`config.mk`:
```
export PLATFORM = sky130hd
export DESIGN_NAME = qpu_ifu_ir_stage_flat
export DESIGN_NICKNAME = d
export VERILOG_FILES = /design/src/rtl/qpu_ifu_ir_stage_if.sv /design/src/rtl/qpu_ifu_ir_stage.sv /design/src/flat_wrapper.sv
export SDC_FILE = /design/constraint.sdc
export NUM_CORES = 1
export LEC_CHECK = 0
export CAP_MARGIN = 10
export CORE_MARGIN = 4
export CORE_UTILIZATION = 53
export CTS_CLUSTER_SIZE = 24
export DETAILED_ROUTE_END_ITERATION = 8
export GPL_TIMING_DRIVEN = 0
export HOLD_SLACK_MARGIN = 0.03
export PLACE_DENSITY = 0.87
export SYNTH_ARGS = -nofsm -noshare
export SYNTH_HDL_FRONTEND = slang
export SYNTH_SLANG_ARGS = --single-unit
```
`constraint.sdc`:
```
create_clock -name clk -period 9.2 [get_ports clk]
set_input_delay 2.76 -clock clk [delete_from_list [all_inputs] [get_ports clk]]
set_output_delay 2.76 -clock clk [all_outputs]
set_load 0.005 [all_outputs]
```
`src/rtl/qpu_ifu_ir_stage_if.sv`:
```
// Fetch/IR stage bus bundle: instruction-memory request/response, commit
// redirect, fetch halt and the IR handshake towards decode.
// master = the fetch stage, slave = memory/commit/decode side.
interface qpu_ifu_ir_stage_if #(
  parameter int PC_W    = 32,
  parameter int INSTR_W = 32
);
  // Instruction-memory request / response
  logic               ifu_req_valid;
  logic               ifu_req_ready;
  logic [PC_W-1:0]    ifu_req_pc;
  logic               ifu_rsp_valid;
  logic               ifu_rsp_ready;
  logic [INSTR_W-1:0] ifu_rsp_instr;
  // Redirect from commit / BJP
  logic               pipe_flush_req;
  logic [PC_W-1:0]    pipe_flush_pc;
  logic               pipe_flush_ack;
  // Fetch throttle
  logic               ifu_halt;
  // IR entry towards decode
  logic               ifu_o_valid;
  logic               ifu_o_ready;
  logic [INSTR_W-1:0] ifu_o_ir;
  logic [PC_W-1:0]    ifu_o_pc;
  logic               ifu_o_prdt_taken;

  modport master (
    output ifu_req_valid, ifu_req_pc, ifu_rsp_ready, pipe_flush_ack,
           ifu_o_valid, ifu_o_ir, ifu_o_pc, ifu_o_prdt_taken,
    input  ifu_req_ready, ifu_rsp_valid, ifu_rsp_instr,
           pipe_flush_req, pipe_flush_pc, ifu_halt, ifu_o_ready
  );

  modport slave (
    input  ifu_req_valid, ifu_req_pc, ifu_rsp_ready, pipe_flush_ack,
           ifu_o_valid, ifu_o_ir, ifu_o_pc, ifu_o_prdt_taken,
    output ifu_req_ready, ifu_rsp_valid, ifu_rsp_instr,
           pipe_flush_req, pipe_flush_pc, ifu_halt, ifu_o_ready
  );
endinterface

```
`src/rtl/qpu_ifu_ir_stage.sv`:
```
// Fetch/IR stage in front of exu decode. Issues one word-aligned fetch at a
// time, buffers returned instructions in an IR FIFO (slot reserved at issue,
// so responses never need backpressure) and hands {instr, pc, prdt_taken}
// to decode. Commit flush redirects the PC and discards in-flight data.
// Optional feature: define QPU_IFU_STATIC_BPU_EN to predict backward
// branches taken; otherwise next PC is always pc+4 and prdt_taken is 0.
module qpu_ifu_ir_stage #(
  parameter int              PC_W     = 32,
  parameter int              INSTR_W  = 32,
  parameter int              IR_DEPTH = 2,
  parameter logic [PC_W-1:0] RESET_PC = '0
) (
  input  logic                clk,
  input  logic                rst_n,
  qpu_ifu_ir_stage_if.master  bus
);

  localparam int PTR_W = (IR_DEPTH > 1) ? $clog2(IR_DEPTH) : 1;
  localparam int CNT_W = $clog2(IR_DEPTH + 1);
  localparam logic [CNT_W-1:0] FULL_CNT   = CNT_W'(IR_DEPTH);
  localparam logic [PC_W-1:0]  ALIGN_MASK = {{(PC_W-2){1'b1}}, 2'b00};
  localparam logic [PC_W-1:0]  PC_STEP    = PC_W'(4);

  typedef enum logic [1:0] {
    S_IDLE,  // may issue when not halted and a FIFO slot is free
    S_REQ,   // request held stable until the memory accepts it
    S_WAIT,  // one fetch outstanding, its FIFO slot reserved
    S_DROP   // outstanding fetch was flushed, discard its response
  } state_t;

  state_t            state_q;
  logic              req_valid_q;
  logic [PC_W-1:0]   pc_q;
  logic [PTR_W-1:0]  wr_ptr_q, wr_ptr_d;
  logic [PTR_W-1:0]  rd_ptr_q, rd_ptr_d;
  logic [CNT_W-1:0]  cnt_q, cnt_d;

  logic [INSTR_W-1:0] ir_mem   [IR_DEPTH];
  logic [PC_W-1:0]    pc_mem   [IR_DEPTH];
  logic               prdt_mem [IR_DEPTH];

  logic              flush;
  logic              push;
  logic              pop;
  logic              o_valid;
  logic              prdt_taken;
  logic [PC_W-1:0]   next_pc;
  logic [PC_W-1:0]   flush_pc_a;

  assign flush      = bus.pipe_flush_req;
  assign flush_pc_a = bus.pipe_flush_pc & ALIGN_MASK;
  assign o_valid    = (cnt_q != '0);
  // A flush wins over both the response write and the decode pop.
  assign push       = (state_q == S_WAIT) & bus.ifu_rsp_valid & ~flush;
  assign pop        = o_valid & bus.ifu_o_ready & ~flush;

`ifdef QPU_IFU_STATIC_BPU_EN
  logic            is_branch;
  logic [15:0]     br_off16;
  logic [PC_W-1:0] br_off;

  // Static prediction: backward (sign bit set) conditional branches taken.
  // NOTE: every signal written in always_comb gets a value on every path, so no latch is inferred.
  always_comb begin
    is_branch  = ~bus.ifu_rsp_instr[0] & (bus.ifu_rsp_instr[4:0] == 5'b11000);
    prdt_taken = is_branch & bus.ifu_rsp_instr[9];
    br_off16   = {bus.ifu_rsp_instr[9:5], bus.ifu_rsp_instr[23:15], 2'b00};
    br_off     = {{(PC_W-16){br_off16[15]}}, br_off16};
    next_pc    = prdt_taken ? (pc_q + br_off) : (pc_q + PC_STEP);
  end
`else
  // No prediction: sequential fetch, branches resolved later by flush.
  // NOTE: every signal written in always_comb gets a value on every path, so no latch is inferred.
  always_comb begin
    prdt_taken = 1'b0;
    next_pc    = pc_q + PC_STEP;
  end
`endif

  // Fetch FSM and PC; flush overrides every state.
  // NOTE: state is updated with non-blocking assignments so all registers see pre-edge values.
  always_ff @(posedge clk or negedge rst_n) begin
    if (!rst_n) begin
      state_q     <= S_IDLE;
      req_valid_q <= 1'b0;
      pc_q        <= RESET_PC & ALIGN_MASK;
    end else if (flush) begin
      pc_q <= flush_pc_a;
      case (state_q)
        S_REQ: begin
          if (bus.ifu_req_ready) begin
            state_q     <= S_DROP;
            req_valid_q <= 1'b0;
          end
        end
        S_WAIT, S_DROP: begin
          state_q <= bus.ifu_rsp_valid ? S_IDLE : S_DROP;
        end
        default: state_q <= S_IDLE;
      endcase
    end else begin
      case (state_q)
        S_IDLE: begin
          if (!bus.ifu_halt && (cnt_q < FULL_CNT)) begin
            state_q     <= S_REQ;
            req_valid_q <= 1'b1;
          end
        end
        S_REQ: begin
          if (bus.ifu_req_ready) begin
            state_q     <= S_WAIT;
            req_valid_q <= 1'b0;
          end
        end
        S_WAIT: begin
          if (bus.ifu_rsp_valid) begin
            state_q <= S_IDLE;
            pc_q    <= next_pc;
          end
        end
        default: begin
          if (bus.ifu_rsp_valid) state_q <= S_IDLE;
        end
      endcase
    end
  end

  // FIFO pointer/count next state; pointers wrap naturally (power-of-2 depth).
  always_comb begin
    wr_ptr_d = wr_ptr_q;
    rd_ptr_d = rd_ptr_q;
    cnt_d    = cnt_q;
    if (flush) begin
      wr_ptr_d = '0;
      rd_ptr_d = '0;
      cnt_d    = '0;
    end else begin
      if (push) wr_ptr_d = wr_ptr_q + PTR_W'(1);
      if (pop)  rd_ptr_d = rd_ptr_q + PTR_W'(1);
      if (push && !pop)      cnt_d = cnt_q + CNT_W'(1);
      else if (pop && !push) cnt_d = cnt_q - CNT_W'(1);
    end
  end

  // FIFO control registers.
  always_ff @(posedge clk or negedge rst_n) begin
    if (!rst_n) begin
      wr_ptr_q <= '0;
      rd_ptr_q <= '0;
      cnt_q    <= '0;
    end else begin
      wr_ptr_q <= wr_ptr_d;
      rd_ptr_q <= rd_ptr_d;
      cnt_q    <= cnt_d;
    end
  end

  // IR payload write on an accepted response.
  // NOTE: payload storage has no reset; entries are only visible through the reset count, and outputs are masked when empty.
  always_ff @(posedge clk) begin
    if (push) begin
      ir_mem[wr_ptr_q]   <= bus.ifu_rsp_instr;
      pc_mem[wr_ptr_q]   <= pc_q;
      prdt_mem[wr_ptr_q] <= prdt_taken;
    end
  end

  assign bus.ifu_req_valid    = req_valid_q;
  assign bus.ifu_req_pc       = pc_q;
  assign bus.ifu_rsp_ready    = 1'b1;
  assign bus.pipe_flush_ack   = bus.pipe_flush_req;
  assign bus.ifu_o_valid      = o_valid;
  assign bus.ifu_o_ir         = o_valid ? ir_mem[rd_ptr_q]   : '0;
  assign bus.ifu_o_pc         = o_valid ? pc_mem[rd_ptr_q]   : '0;
  assign bus.ifu_o_prdt_taken = o_valid ? prdt_mem[rd_ptr_q] : 1'b0;

endmodule

```
`src/flat_wrapper.sv`:
```
// flat-port wrapper written by rule: the top's interface ports become plain ports
module qpu_ifu_ir_stage_flat 
#(
  parameter int              PC_W     = 32,
  parameter int              INSTR_W  = 32,
  parameter int              IR_DEPTH = 2,
  parameter logic [PC_W-1:0] RESET_PC = '0
)
  (clk, rst_n, bus_ifu_req_valid, bus_ifu_req_pc, bus_ifu_rsp_ready, bus_pipe_flush_ack, bus_ifu_o_valid, bus_ifu_o_ir, bus_ifu_o_pc, bus_ifu_o_prdt_taken, bus_ifu_req_ready, bus_ifu_rsp_valid, bus_ifu_rsp_instr, bus_pipe_flush_req, bus_pipe_flush_pc, bus_ifu_halt, bus_ifu_o_ready);
  qpu_ifu_ir_stage_if #(.PC_W(PC_W), .INSTR_W(INSTR_W)) bus_i ();
  input  logic clk;
  input  logic rst_n;
  output wire logic [$bits(bus_i.ifu_req_valid)-1:0] bus_ifu_req_valid;
  output wire logic [$bits(bus_i.ifu_req_pc)-1:0] bus_ifu_req_pc;
  output wire logic [$bits(bus_i.ifu_rsp_ready)-1:0] bus_ifu_rsp_ready;
  output wire logic [$bits(bus_i.pipe_flush_ack)-1:0] bus_pipe_flush_ack;
  output wire logic [$bits(bus_i.ifu_o_valid)-1:0] bus_ifu_o_valid;
  output wire logic [$bits(bus_i.ifu_o_ir)-1:0] bus_ifu_o_ir;
  output wire logic [$bits(bus_i.ifu_o_pc)-1:0] bus_ifu_o_pc;
  output wire logic [$bits(bus_i.ifu_o_prdt_taken)-1:0] bus_ifu_o_prdt_taken;
  input wire logic [$bits(bus_i.ifu_req_ready)-1:0] bus_ifu_req_ready;
  input wire logic [$bits(bus_i.ifu_rsp_valid)-1:0] bus_ifu_rsp_valid;
  input wire logic [$bits(bus_i.ifu_rsp_instr)-1:0] bus_ifu_rsp_instr;
  input wire logic [$bits(bus_i.pipe_flush_req)-1:0] bus_pipe_flush_req;
  input wire logic [$bits(bus_i.pipe_flush_pc)-1:0] bus_pipe_flush_pc;
  input wire logic [$bits(bus_i.ifu_halt)-1:0] bus_ifu_halt;
  input wire logic [$bits(bus_i.ifu_o_ready)-1:0] bus_ifu_o_ready;
  assign bus_ifu_req_valid = bus_i.ifu_req_valid;
  assign bus_ifu_req_pc = bus_i.ifu_req_pc;
  assign bus_ifu_rsp_ready = bus_i.ifu_rsp_ready;
  assign bus_pipe_flush_ack = bus_i.pipe_flush_ack;
  assign bus_ifu_o_valid = bus_i.ifu_o_valid;
  assign bus_ifu_o_ir = bus_i.ifu_o_ir;
  assign bus_ifu_o_pc = bus_i.ifu_o_pc;
  assign bus_ifu_o_prdt_taken = bus_i.ifu_o_prdt_taken;
  assign bus_i.ifu_req_ready = bus_ifu_req_ready;
  assign bus_i.ifu_rsp_valid = bus_ifu_rsp_valid;
  assign bus_i.ifu_rsp_instr = bus_ifu_rsp_instr;
  assign bus_i.pipe_flush_req = bus_pipe_flush_req;
  assign bus_i.pipe_flush_pc = bus_pipe_flush_pc;
  assign bus_i.ifu_halt = bus_ifu_halt;
  assign bus_i.ifu_o_ready = bus_ifu_o_ready;
  qpu_ifu_ir_stage #(.PC_W(PC_W), .INSTR_W(INSTR_W), .IR_DEPTH(IR_DEPTH), .RESET_PC(RESET_PC)) u_core (.clk(clk), .rst_n(rst_n), .bus(bus_i));
endmodule
```
# After elaboration in Yosys (flattened, before gate mapping)
# Memories as Yosys holds them, arrays and structs flattened.
# Index checks and enable logic that the tools add are counted.
# op_classes
addsub	5
n_lt_le_gt_ge	1
eq_ne	6
muxes	28
bitwise_logic	5
n_reduce_logical	19
# op_table
op	count
32-bit 2-to-1 mux	5
32-bit by 3-bit adder with 32-bit output (second input constant)	1
2-bit 2-to-1 mux	9
2-bit nonzero test	6
1-bit 2-to-1 mux	11
2-bit one-hot mux with 2 select lines	2
3-bit AND reduction	2
1-bit bitwise AND	4
2-bit equality test (second input constant)	2
4-bit nonzero test	1
1-bit logical AND	3
1-bit zero test	3
3-bit by 2-bit inequality test with 1-bit output (second input constant)	1
3-bit nonzero test	1
1-bit adder (second input constant)	2
2-bit by 1-bit adder with 2-bit output (second input constant)	1
2-bit by 1-bit equality test with 1-bit output (second input constant)	1
2-bit zero test	1
2-bit < comparator (second input constant)	1
2-bit by 1-bit inequality test with 1-bit output (second input constant)	1
2-bit inequality test (second input constant)	1
1-bit one-hot mux with 2 select lines	1
2-bit AND reduction	1
2-bit OR reduction	1
other kinds (2)	2
# totals
regBits	39
mem_bits_rw	128
input_bits	71
out_inout_bits	101
elab_cells	72
n_memories	2
# memory_table
name	depth	width	read_ports	rd_clocked_by_memory_dff	wr	line	rtl
u_core.ir_mem	2	32	1	0	1	qpu_ifu_ir_stage.sv:38	logic [INSTR_W-1:0] ir_mem [IR_DEPTH];
u_core.pc_mem	2	32	1	0	1	qpu_ifu_ir_stage.sv:39	logic [PC_W-1:0] pc_mem [IR_DEPTH];

# Logic depth before layout (Yosys ltp)
# logic_depth
depth_word	8
depth_mapped	7

# Least setup slack after synthesis
# OpenSTA, ideal clock, no wires.
# synth_path
path_type	input -> register
startpoint	input bus_pipe_flush_req
endpoint	memory u_core.ir_mem[1][0] (enable)
setup_ps	571
arrival_ps	7746
required_time_ps	8629
slack_ps	882
stages	3
path_buffers	2
path_cell_list	clkbuf_1 -> clkbuf_1 -> nor3b_1
# synth_between
elab_chain_cells	4
# synth_lines
element	line	rtl
start, declared	flat_wrapper.sv:24	input wire logic [$bits(bus_i.pipe_flush_req)-1:0] bus_pipe_flush_req;
1-bit NOT	qpu_ifu_ir_stage.sv:54	assign push = (state_q == S_WAIT) & bus.ifu_rsp_valid & ~flush;
1-bit bitwise AND	qpu_ifu_ir_stage.sv:54	
1-bit 2-to-1 mux	n/a	
1-bit 2-to-1 mux (not written as such)	qpu_ifu_ir_stage.sv:162	ir_mem[wr_ptr_q] <= bus.ifu_rsp_instr;
end, declared	qpu_ifu_ir_stage.sv:38	
# No other way between the ends.

# Worst setup path after layout
# layout_path
startpoint	input bus_pipe_flush_req
endpoint	output bus_pipe_flush_ack
# layout_rtl
element	line	rtl
end, declared	flat_wrapper.sv:16	output wire logic [$bits(bus_i.pipe_flush_ack)-1:0] bus_pipe_flush_ack;
# No word-level cell between the ends.

==> metrics.md <==
| Metric | Value |
|---|---|
| Status | finished clean |
| Cell type group with the largest total delay on the critical path | buffers and inverters |
| Avg Inst Size Synth | 13.5 um^2 |
| Floorplan row count | 41 |
| Number of antenna repair diodes | 0 |
| Number of buffers inserted by hold repair at cts | 0 |
| Starting density of the core | 53.9% |
| Maximum number of pins on one net before global-route repair | 38 |
| Setup repair after global routing missed its margin | no |
| Final weighted congestion in routability-driven placement | 0.826 |
| Overall die area | 14,700 um^2 |
| Overall track demand over capacity in global routing | 22.8% |
| Area of combinational cells with multiple inputs | 1990 um^2 |
| Leakage power | 3.21 nW |
| Antenna violations before repair | 0 |
| Congestion Overflow GR | 0 |
| Cell at the root of the clock tree | clkbuf_16 |
| Latest clock arrival within the worst-skew pair | 0.42 ns |
| Cts repair resizes | 0 |
| Final nets | 774 |
| Routed metal-1 wirelength | 6640 um |
| Critical Path Start | bus_pipe_flush_req |
| Number of enable-type register cells in the synthesized netlist | 124 |
| Register clock-pin slew on the reported worst setup and hold paths | 0.06 ns |
| Worst slack after detailed placement | 2.34 ns |
| Max-cap check violation count | 0 |
| CTS tree | done |
| Global-route wire length before repair | 25,300 um |
| Final worst setup slack | 2.35 ns |
| Slowest stage cell on the critical path | clkdlybuf4s50_1 |
| Horiz. Die Dim | 121 um |
| Wire length after detailed routing | 16,600 um |
| Clock sinks | 161 |
| Synthesis Warnings | 0 |
| Data arrival at the endpoint of the critical path | 4.09 ns |
| Startpoint of the lowest-slack hold path | u_core.bus.ifu_req_valid$_DFFE_PN0P_ |
| CP required | 6.44 ns |
| Post-detailed-placement half-perimeter wirelength | 11,900 um |
| Setup repair bufs after CTS | 0 |
| Portion of the post-synthesis area used by sequential elements | 68.3% |
| Final Hold Vio Count | 0 |
| DRC violations left | 0 |
| Met2 routed wirelength | 8620 um |
| Fraction of layout cells with a size suffix above 1 | 9.51% |
| Vias in the first global route | 4,847 |
| Die Ht | 121 um |
| Cell area after synthesis | 6810 um^2 |
| Top Metal Used | met4 |
| Amount of wire on met3 after detailed routing | 1180 um |
| Clock Skew | 0.00566 ns |
| Worst-path cell chain | clkdlybuf4s50_1 -> buf_4 -> clkdlybuf4s50_1 |
| Transition time of the tightest slew-check pin | 0.870 ns |
| Proportion of synthesized flip-flops having asynchronous set or reset | 23.0% |
| Longest individual stage delay on the worst path | 0.67 ns |
| Std-Cell Core Area | 12,600 um^2 |
| Antenna violation net count after detailed routing | 0 |
| Relative slew slack | 41.8% |
| Critical Path End Type | output pin |
| Max-slew violation count | 0 |
| Beginning of the worst register-to-register path | u_core.bus.ifu_req_pc[5]$_DFFE_PN0P_ |
| Average vias per placed instance | 5.30 |
| H-tree depth | 4 |
| Buf/Inv on CP | 3 |
| Ports placed on the boundary | 172 |
| Min Tclk post-route | 6.85 ns |
| DR WL/cell | 18.7 um |
| Number of buffers between clock root and the deepest sink | 2 |
| Cell repeated most along the worst path | clkdlybuf4s50_1 |
| Synth Flop Type | edfxtp_1 |
| Cell count after synthesis | 504 |
| Cts bufs inserted | 17 |
| Final worst-path cycle share | 74.5% |
| Total of fill cells in the finished design | 809 |
| Highest clock rate | 146 MHz |
| Sequential cell area | 4650 um^2 |
| Synthesis-to-finish area growth | 37.8% |
| Sum Neg Setup Slack | 0 ns |
| Via total after detailed routing | 4,704 |
| Worst-path fanout max | 7 |
| Final setup violation count | 0 |
| Crit Path Category | input port to output pin |
| Power density normalized to cell area | 196 nW/um^2 |
| Min-Delay Path Class | flip-flop to flip-flop |
| Synth unique cells | 41 |
| IO buf count | 163 |
| Peak VDD IR | 0.119 mV |
| Number of synthesized register bits | 161 |
| Launching element type of the critical path | input port |
| Violation count after the first detailed-routing iteration | 289 |
| First-pass iteration count of the detailed router | 4 |
==> worst register-to-register path: cells and delay by family (launching register included) <==
family                    cells  cell delay, ns
and+or+nand+nor               3            1.21
xor gates and xnor gates      1            0.18
DFF                           1            0.50
muxes                         1            0.26
==> state kept, by name, summed over array words and instances, names as in the netlist <==
| signal | count |
|---|---|
| u_core.cnt_q | 2 |
| u_core.state_q | 2 |
| u_core.bus.ifu_req_valid | 1 |
| u_core.rd_ptr_q | 1 |
| u_core.pc_mem | 60 |
| u_core.bus.ifu_req_pc | 30 |
| u_core.wr_ptr_q | 1 |
| u_core.ir_mem | 64 |
==> final timing paths <==
path,to,slack (ns),depth (start not counted)
worst max-delay path,bus_pipe_flush_ack,2.35,3
worst min-delay path,u_core.bus.ifu_req_valid$_DFFE_PN0P_,0.54,2
worst max register to register,u_core.bus.ifu_req_pc[22]$_DFFE_PN0P_,6.94,5
worst min register to register,u_core.bus.ifu_req_valid$_DFFE_PN0P_,0.54,2
max in group asynchronous,u_core.bus.ifu_req_pc[29]$_DFFE_PN0P_,6.19,1
min in group asynchronous,u_core.bus.ifu_req_pc[22]$_DFFE_PN0P_,2.46,1
==> placed cells by master, fill, tap and decap left out, types with 2 or more instances in the layout <==
cell	netlist	layout
buf_1	2	2
and2_1	2	2
nor2_1	72	72
and3_1	3	3
clkinvlp_4	0	2
clkbuf_1	15	17
bufinv_16	0	3
conb_1	2	6
clkdlybuf4s50_1	0	162
buf_2	6	7
clkinv_1	0	4
buf_6	2	13
o21ai_1	6	6
nand3_1	9	9
edfxtp_1	124	124
nand4_1	5	5
clkinv_2	0	3
xor2_1	11	11
nor4_2	3	3
o21ai_0	23	23
buf_4	8	9
inv_1	4	4
nand3_2	2	2
xnor2_1	20	20
clkbuf_16	0	17
dfrtp_1	37	37
or3_1	2	2
nor4_1	7	7
nand2_1	47	47
nor3_1	9	8
mux2i_1	67	67
==> power by group <==
group	switching (mW)	internal, mW	leakage [nW]	total (mW)
Sequential	0.0397	0.835	1.58	0.875
Clock	0.267	0.421	0.277	0.688
Combinational	0.125	0.152	1.36	0.277
Total	0.431	1.41	3.21	1.84
==> Yosys cell counts (all sizes together) (2+ instances only) <==
library cell | count | share of area, %
buf | 18 | 1.8
xor2 | 11 | 1.4
nand4 | 5 | 0.46
and2 | 2 | 0.18
or3 | 2 | 0.18
o21ai | 29 | 2.1
edfxtp | 124 | 55
nand3 | 11 | 0.96
nor2 | 72 | 4.0
inv | 4 | 0.22
nand2 | 47 | 2.6
conb | 2 | 0.11
nor4 | 11 | 1.5
dfrtp | 37 | 14
mux2i | 67 | 9.9
nor3 | 9 | 0.66
and3 | 3 | 0.28
xnor2 | 20 | 2.6
clkbuf | 15 | 0.83
==> layer usage <==
| metal | GRT usage [%] | vias up |
|---|---|---|
| met5 | 0 | - |
| met4 | 6.16 | 0 |
| met3 | 6.25 | 17 |
| met2 | 39.6 | 178 |
| met1 | 28.2 | 2318 |
| li1 | - | 2191 |
==> area by class of cell <==
type | count | share of cell area (%)
inverter | 4 | 0.160
timing repair buffer | 175 | 18.7
multi-input combinational | 310 | 21.2
clock buffer | 19 | 4.61
sequential | 161 | 49.6
clock inverter | 13 | 1.53
tap | 172 | 2.29
buffer | 33 | 1.88
==> cell families (layout without fill, tap and decap cells) <==
kind of cell | Yosys count | count (layout) | share of synthesized area [%]
multiplexers | 68 | 68 | 10.0
AND/OR/NAND/NOR | 170 | 170 | 11.9
AO/OA/AOI/OAI | 34 | 34 | 2.67
other | 2 | 6 | 0.110
buffers and inverters | 37 | 244 | 2.81
adder cells (fa/ha/maj) | 1 | 1 | 0.184
XOR/XNOR | 31 | 31 | 3.99
flip-flops | 161 | 161 | 68.3
==> per-stage QoR <==
step           util (%)  instance area, um^2  hold slack (ns)  total power [mW]  std cells
2_1_floorplan         -                 6820            0.491              1.01        508
3_3_place_gp       68.7                 8670            0.493              1.15        843
3_5_place_dp       69.8                 8800            0.516              1.16        855
4_1_cts            74.3                 9380            0.540              1.85        887
5_1_grt            74.3                 9380            0.572              1.91        887
6_report           74.3                 9380            0.545              1.84        887
(Power assumes the default switching activity.)
==> patch: new RTL, same flow settings <==
`PC_W` is set to 32 in 3 places; all go to 48.
--- a/src/rtl/qpu_ifu_ir_stage_if.sv
+++ b/src/rtl/qpu_ifu_ir_stage_if.sv
@@ -2,7 +2,7 @@
 // redirect, fetch halt and the IR handshake towards decode.
 // master = the fetch stage, slave = memory/commit/decode side.
 interface qpu_ifu_ir_stage_if #(
-  parameter int PC_W    = 32,
+  parameter int PC_W    = 48,
   parameter int INSTR_W = 32
 );
   // Instruction-memory request / response
--- a/src/rtl/qpu_ifu_ir_stage.sv
+++ b/src/rtl/qpu_ifu_ir_stage.sv
@@ -5,7 +5,7 @@
 // Optional feature: define QPU_IFU_STATIC_BPU_EN to predict backward
 // branches taken; otherwise next PC is always pc+4 and prdt_taken is 0.
 module qpu_ifu_ir_stage #(
-  parameter int              PC_W     = 32,
+  parameter int              PC_W     = 48,
   parameter int              INSTR_W  = 32,
   parameter int              IR_DEPTH = 2,
   parameter logic [PC_W-1:0] RESET_PC = '0
--- a/src/flat_wrapper.sv
+++ b/src/flat_wrapper.sv
@@ -1,7 +1,7 @@
 // flat-port wrapper written by rule: the top's interface ports become plain ports
 module qpu_ifu_ir_stage_flat 
 #(
-  parameter int              PC_W     = 32,
+  parameter int              PC_W     = 48,
   parameter int              INSTR_W  = 32,
   parameter int              IR_DEPTH = 2,
   parameter logic [PC_W-1:0] RESET_PC = '0
Interface: changed (resized bus_ifu_o_pc, bus_ifu_req_pc and bus_pipe_flush_pc); port bits go from 172 to 220. The function was not compared with the original's and may differ.
==> patch against the unedited design <==
Cell area increased by 31%. Clock skew increased by 0.0058 ns. Power is 26% higher. Non-clock buffer count is 49 higher. Routed wire length grew 38%. Synthesized area is 33% higher. Setup slack improved by 0.73 ns. Worst hold slack lost 0.015 ns. Sequential cell count up 48. Synthesized cell count is 37% higher.
==> patch: results (changes against the unedited design) <==
metric	value	unit	change
EDFF count, synth	156		+26%
I/O Buffers	210		+29%
top cells by area, synth	edfxtp_1, dfrtp_1, mux2i_1		
Seq area share	48.78	%	-0.78 points
Fmax	163.3	MHz	+12%
met1 Use GR	29.32	%	+1.1 points
# rows	47		+15%
Worst-Skew Late Latency	0.50	ns	+0.08 ns
CTS Sinks	209		+30%
Synth top cells by count	edfxtp_1, nor2_1, mux2i_1, nand2_1, dfrtp_1		
initial antenna violation count	1		+1
Clock-cell share	5.361	%	-0.79 points
post-synthesis sequential area ratio	66.44	%	-1.9 points
global-route track usage on met3	3.414	%	-2.8 points
Clock Buffer Count	30		+11
Reg2Reg Depth	6		+1
diodes inserted	1		+1
max incr delay on CP	0.53	ns	-0.14 ns
FFs w/ async S/R, synth	25.36	%	+2.4 points
WHS	0.5304	ns	-0.01452 ns
initial drt markers	409		+42%
CTS buffer count	21		+4
post-route non-filler standard cell count	1173		+32%
met2 usage	41.03	%	+1.4 points
RePlAce Congestion	0.8543		+3.4%
Reg area	0.006011	mm^2	+29%
Synth Area in Adders	0.1383	%	-0.046 points
Routed wire per std cell	19.51	um	+4.2%
reg2reg end	u_core.bus.ifu_req_pc[46]		
status	finished, final reports clean		
depth of the CTS H-tree	1		-3
number of non-clock buffers	257		+24%
area of the multi-input gates	0.002880	mm^2	+45%
GRT Overall Usage	22.81	%	about the same
xor and xnor area share after synthesis	3.001	%	-0.99 points
Reg with most FFs	u_core.pc_mem		
Placed Instance Area	0.01166	mm^2	+32%
routed vias/inst	5.521		+4.1%
LEAKAGE	4.204	nW	+31%
first-pass GRT wire length	35.13	mm	+39%
Synth Area in Compound Gates	4.190	%	+1.5 points
clk buf depth	3		+1
Data buffer area share	20.11	%	-0.51 points
worst r2r src	u_core.bus.ifu_req_pc[2]		
Distinct cells, synth	52		+27%
Mean Syn Cell Area	13.09	um^2	-3.0%
post-placement cell count	1134		+33%
CP arrival	3.36	ns	-0.73 ns
crit path max fanout	5		-2
drt pass-1 iters	5		+1
#MultiIn Comb	444		+43%
DP Wirelength	16.16	mm	+36%
multiplexer share of the synthesized area	8.961	%	-1.1 points
max FFs per register	92		+44%
[patch: changes by cell type after synthesis, sizes merged, moves of 12 or more]
cell	before	now
nand2	47	60
xnor2	20	3
dfrtp	37	53
xor2	11	28
nor2	72	101
edfxtp	124	156
nand3	11	23
mux2i	67	81
nand4	5	21
[patch: layer usage]
| metal | share of wire (%) | wire length, um |
|---|---|---|
| met5 | 0 | 0 |
| met4 | 1.6 | 356 |
| met3 | 7.0 | 1594 |
| met2 | 52 | 11900 |
| met1 | 39 | 9026 |
[patch: cells by family after synthesis]
kind of cell / after synthesis
DFF: 209
other: 2
xor gates and xnor gates: 31
AOI/OAI and AO/OA: 63
and+or+nand+nor: 262
adders and majority gates: 1
buffers and inverters: 42
muxes: 81
